## src/rtl/heichips25_nibble_rx.sv

```systemverilog
// ============================================================================
// Module  : heichips25_nibble_rx
// Brief   : Reassembles bytes from nibble strobes on one half of a shared bus
//           and queues them in a first-word-fall-through byte FIFO.
// Revision: 1.0
// ============================================================================
`default_nettype none

module heichips25_nibble_rx #(
  parameter int LANE       = 0,
  parameter int FIFO_DEPTH = 4
) (
  input  logic       clk,
  input  logic       rst,
  input  logic [7:0] bus_in,
  input  logic       strobe_in,
  input  logic       first_in,
  output logic [7:0] m_data,
  output logic       m_valid,
  input  logic       m_ready,
  output logic       ovf,
  input  logic       clr_ovf,
  output logic [7:0] err_cnt,
  output logic [4:0] fill
);

  localparam int          AW      = (FIFO_DEPTH > 1) ? $clog2(FIFO_DEPTH) : 1;
  localparam logic [4:0]  DEPTH_C = 5'(FIFO_DEPTH);

  typedef enum logic [0:0] {
    IDLE     = 1'b0,
    HAVE_LOW = 1'b1
  } state_t;

  state_t      state_q, state_d;
  logic [3:0]  low_q, low_d;
  logic        push_w;
  logic        err_w;
  logic [7:0]  push_byte_w;
  logic [3:0]  nibble_w;

  logic [7:0]    mem_q [FIFO_DEPTH];
  logic [AW-1:0] wr_ptr_q, rd_ptr_q;
  logic [4:0]    count_q, count_d;
  logic [7:0]    err_q;
  logic          ovf_q;
  logic          pop_w, full_w, accept_w, drop_w;

  generate
    if (LANE == 0) begin : g_lane_hi
      assign nibble_w = bus_in[7:4];
    end else begin : g_lane_lo
      assign nibble_w = bus_in[3:0];
    end
  endgenerate

  // Receive FSM: next state, held low nibble and push/error strobes.
  always_comb begin
    state_d     = state_q;
    low_d       = low_q;
    push_w      = 1'b0;
    err_w       = 1'b0;
    push_byte_w = {nibble_w, low_q};
    if (strobe_in) begin
      case (state_q)
        IDLE: begin
          if (first_in) begin
            low_d   = nibble_w;
            state_d = HAVE_LOW;
          end else begin
            err_w = 1'b1;
          end
        end
        HAVE_LOW: begin
          if (first_in) begin
            err_w = 1'b1;
            low_d = nibble_w;
          end else begin
            push_w  = 1'b1;
            state_d = IDLE;
          end
        end
        default: state_d = IDLE;
      endcase
    end
  end

  always_ff @(posedge clk) begin
    if (rst) begin
      state_q <= IDLE;
      low_q   <= 4'h0;
    end else begin
      state_q <= state_d;
      low_q   <= low_d;
    end
  end

  assign pop_w    = (count_q != 5'd0) && m_ready;
  assign full_w   = (count_q == DEPTH_C);
  // A full FIFO still takes a byte when the head leaves in the same cycle.
  assign accept_w = push_w && (!full_w || pop_w);
  assign drop_w   = push_w && full_w && !pop_w;

  always_comb begin
    count_d = count_q;
    if (accept_w && !pop_w)      count_d = count_q + 5'd1;
    else if (!accept_w && pop_w) count_d = count_q - 5'd1;
  end

  always_ff @(posedge clk) begin
    if (rst) begin
      for (int i = 0; i < FIFO_DEPTH; i++) mem_q[i] <= 8'h00;
      wr_ptr_q <= '0;
      rd_ptr_q <= '0;
      count_q  <= 5'd0;
    end else begin
      if (accept_w) begin
        mem_q[wr_ptr_q] <= push_byte_w;
        wr_ptr_q        <= wr_ptr_q + 1'b1;
      end
      if (pop_w) rd_ptr_q <= rd_ptr_q + 1'b1;
      count_q <= count_d;
    end
  end

  always_ff @(posedge clk) begin
    if (rst) begin
      ovf_q <= 1'b0;
      err_q <= 8'h00;
    end else begin
      if (drop_w)       ovf_q <= 1'b1;
      else if (clr_ovf) ovf_q <= 1'b0;
      if (err_w && (err_q != 8'hFF)) err_q <= err_q + 8'h01;
    end
  end

  assign m_data  = mem_q[rd_ptr_q];
  assign m_valid = (count_q != 5'd0);
  assign ovf     = ovf_q;
  assign err_cnt = err_q;
  assign fill    = count_q;

endmodule

`default_nettype wire

```

## config.mk

```make
export PLATFORM = sky130hd
export DESIGN_NAME = heichips25_nibble_rx
export DESIGN_NICKNAME = d
export VERILOG_FILES = /design/src/rtl/heichips25_nibble_rx.sv
export SDC_FILE = /design/constraint.sdc
export NUM_CORES = 1
export LEC_CHECK = 0
export CORE_UTILIZATION = 49
export CTS_BUF_LIST = sky130_fd_sc_hd__clkbuf_2 sky130_fd_sc_hd__clkbuf_4 sky130_fd_sc_hd__clkbuf_8
export CTS_CLUSTER_DIAMETER = 100
export DETAILED_ROUTE_END_ITERATION = 10
export PLACE_DENSITY = 0.81
export REMOVE_ABC_BUFFERS = 1
export SLEW_MARGIN = 0
export SYNTH_ARGS = -nofsm -noshare
export SYNTH_HDL_FRONTEND = slang
export SYNTH_SLANG_ARGS = --single-unit
export TNS_END_PERCENT = 100
```

## constraint.sdc

```tcl
create_clock -name clk -period 4.1 [get_ports clk]
set_input_delay 0.82 -clock clk [delete_from_list [all_inputs] [get_ports clk]]
set_output_delay 0.82 -clock clk [all_outputs]
set_load 0.01 [all_outputs]
```

==> impl_metrics.py <==
metrics = {
    "die": {
        "floorplan.initialDensity_pct": 51.3,
        "core_mm2": 0.00514,
        "die_y_um": 75.3,
        "boundaryPins": 37,
        "row_count": 26,
        "fp.dieW_um": 75.3,
        "dieArea_mm2": 0.00567,
    },
    "pwr": {
        "p_leak_nw": 1.23,
        "net-switching-power_uw": 482,
        "power.density_mw_per_mm2": 553,
        "pwr-share-seq_pct": 40.0,
        "pwr-share-comb_pct": 24.9,
        "switching_share_pct": 26.9,
        "vdd_drop_max_uv": 527,
        "internal-power_mw": 1.31,
        "p_clk_share_pct": 35.0,
        "total_power_mw": 1.79,
    },
    "sta": {
        "fin_crit_sh_pct": 83.8,
        "finalWorstSetupSlack_ns": 0.664,
        "hold_viol": 0,
        "slew_headroom_pct": 54.0,
        "fin_tns_setup_ns": 0,
        "hold-worst-slack_ns": 0.485,
        "drv_slew": 0,
        "finalSetupViolations": 0,
        "max_freq_ghz": 0.291,
        "rsz0062_at_grt": "false",
        "min_period_ns": 3.44,
        "fin_skew_ns": 0.0106,
        "worst-slew-pin-transition_ns": 0.687,
    },
    "worst_setup_path": {
        "worstSetupStartpointType": "primary input",
        "critical-path-top-delay-family": "compound AO/OA/AOI/OAI gates",
        "r2r_slack_ns": 1.12,
        "crit_required_ns": 4.32,
        "reg2reg_from": "fill[0]",
        "crit_buf_inv": 3,
        "worstPathCellList": "clkdlybuf4s50_1 > inv_1 > ha_1 > nand2_1 > o21ba_1 > ha_1 > inv_1 > ha_1 > a21oi_1 > a211oi_1 > a31oi_1 > mux2_2",
        "crit_top_cell": "ha_1",
        "worstSetupStartpoint": "first_in",
        "crit_end": "fill[4]",
        "end_kind": "flip-flop",
        "crit_fanout": 8,
        "crit_type": "in2reg",
        "crit_path_top_delay_cell": "clkdlybuf4s50_1",
        "ff2ff_path_depth": 9,
        "reg2reg_to": "fill[4]",
        "cp_slowest_stage_delay_ns": 0.53,
        "worst-path-stages": 12,
        "cp.arrival_ns": 3.65,
    },
    "logic_synthesis": {
        "synth_adder_area_share_pct": 3.61,
        "synth_top_family_by_area": "simple AND/OR/NAND/NOR gates",
        "synth_simple_gate_area_share_pct": 20.1,
        "synth_edf_count": 32,
        "synth_compound_area_share_pct": 7.17,
        "synth_xor_area_share_pct": 2.33,
        "synth.area.top_cells": "edfxtp_1, dfxtp_1, mux4_2, and2_1, nor2_1",
        "synth_top_area_share_pct": 36.5,
        "ys_ff_latch": 57,
        "netlist_area_mm2": 0.00264,
        "async_reset_ff_share_pct": 0,
        "postSynthAreaPerCell_um2": 11.7,
        "yosys.cell_count.top_type": "edfxtp_1",
        "netlist_instances": 226,
        "synth_area_leader_cell": "edfxtp_1",
        "synthMuxAreaShare_pct": 8.45,
        "ys_seq_area_share_pct": 55.5,
        "synth-main-ff-cell": "edfxtp_1",
        "synthDistinctLibCells": 46,
        "ys_warn_count": 0,
        "synth_common_cells": "edfxtp_1, nor2_1, dfxtp_1, and2_1, nand2_1",
    },
    "detailed_routing": {
        "dr_wl_met3_um": 315,
        "viasPerCell": 5.53,
        "highest_layer": "met4",
        "wl_um": 5240,
        "vias": 1851,
        "ant_nets": 0,
        "met2RoutedLength_um": 2570,
        "wl_met1_um": 2220,
        "drt_iter0_drc": 96,
        "drc": 0,
        "wl_per_cell_um": 15.6,
        "drt_pass1_iterations": 4,
    },
    "clock_tree": {
        "clk_latency_ns": 0.33,
        "cts_root_buffer": "clkbuf_8",
        "htree_num_levels": 3,
        "clk_pin_slew_ns": 0.06,
        "clockBufferDepth": 2,
        "post-cts-setup-buffers": 0,
        "cts_tree": "built",
        "holdBufCountCts": 0,
        "cts_sinks": 57,
        "post_cts_resized": 0,
        "cts_buffers": 9,
    },
    "place": {
        "dpl.hpwl_um": 3340,
        "portBuffers": 32,
        "gp_congestion": 0.753,
        "placed_cells": 319,
        "dp_slack_ns": 0.407,
        "placed_area_mm2": 0.00301,
    },
    "global_route": {
        "grtUsageTotal_pct": 21.2,
        "grt_pass1_vias": 1768,
        "grt_max_degree": 24,
        "grt_pass1_wl_um": 8360,
        "grt-ovfl-total": 0,
        "antenna_found_initial": 0,
    },
    "run": {
        "drv_cap": 0,
    },
    "status": {
        "status": "complete, no violations",
    },
    "final_layout": {
        "antenna_cells": 0,
        "fin_util_pct": 63.2,
        "drive_gt1_share_pct": 13.2,
        "stdcell_count": 335,
        "area_growth_pct": 23.2,
        "final_nets": 281,
        "final_area_mm2": 0.00325,
    },
    "hold_path": {
        "holdPathStages": 2,
        "min_path_type": "reg2reg",
    },
}
## kinds of logic (layout without fill, tap and decap cells)
family | after synthesis | count (layout)
and+or+nand+nor | 98 | 98
DFF | 57 | 57
AOI/OAI and AO/OA | 28 | 28
buffers and inverters | 17 | 56
muxes | 12 | 12
adders and majority gates | 7 | 7
xor gates and xnor gates | 7 | 7
## worst min path at each step
| stage | to | start | slack, ns |
|---|---|---|---|
| final | state_q | state_q | 0.48 |
| after global placement | state_q | state_q | 0.46 |
| after detailed placement | state_q | state_q | 0.48 |
| after floorplan | state_q | state_q | 0.45 |
| after global routing | low_q[2] | low_q[2] | 0.51 |
| after CTS | state_q | state_q | 0.49 |
## registers in the layout, indices dropped and copies added, names as in the netlist, named ones only
name / flops
ovf: 1
state_q: 1
rd_ptr_q: 2
low_q: 4
fill: 5
err_cnt: 8
mem_q: 32
wr_ptr_q: 2
## tightest hold or removal path, delay by kind of cell, from the launching register on
family           cells  cell delay (ns)
AO/OA/AOI/OAI        1             0.05
AND/OR/NAND/NOR      1             0.07
flip-flops           1             0.32
## power groups by stage
| stage | logic [mW] | registers, mW | clock network [mW] |
|---|---|---|---|
| 2_1_floorplan | 0.266 | 0.724 | 0 |
| 5_1_grt | 0.488 | 0.730 | 0.670 |
| 4_1_cts | 0.450 | 0.720 | 0.640 |
| 6_report | 0.448 | 0.718 | 0.628 |
| 3_5_place_dp | 0.443 | 0.730 | 0 |
| 3_3_place_gp | 0.432 | 0.729 | 0 |
## cell type report
type / count / area, µm²
Fill cell: 445 / 1890
Sequential cell: 57 / 1460
Multi-Input combinational cell: 152 / 1100
Timing Repair Buffer: 35 / 343
Clock buffer: 10 / 131
Clock inverter: 6 / 106
Tap cell: 70 / 87.6
Inverter: 5 / 18.8
## cell usage in the layout (no fill, tap or decap), types with 3 or more instances in the layout
cell             synthesis  layout
nor4_1                   9       9
bufinv_16                0       3
a21oi_1                 10      10
mux4_2                   8       8
edfxtp_1                32      32
nand2_1                 16      16
nor2_1                  29      29
clkbuf_8                 0       9
ha_1                     6       6
dfxtp_1                 25      25
nand3_1                  6       6
clkdlybuf4s50_1          0      32
buf_4                    0       3
nor2b_1                  3       3
a21o_1                   3       3
and2_1                  18      18
inv_1                    5       5
xor2_1                   5       5
## per-layer routing
metal	global-route usage, %	vias up
met3	6.88	11
met2	34.9	60
met5	0	-
met4	10.1	0
li1	-	897
met1	25.3	883
No activity file was read; power rests on OpenSTA's default activity.
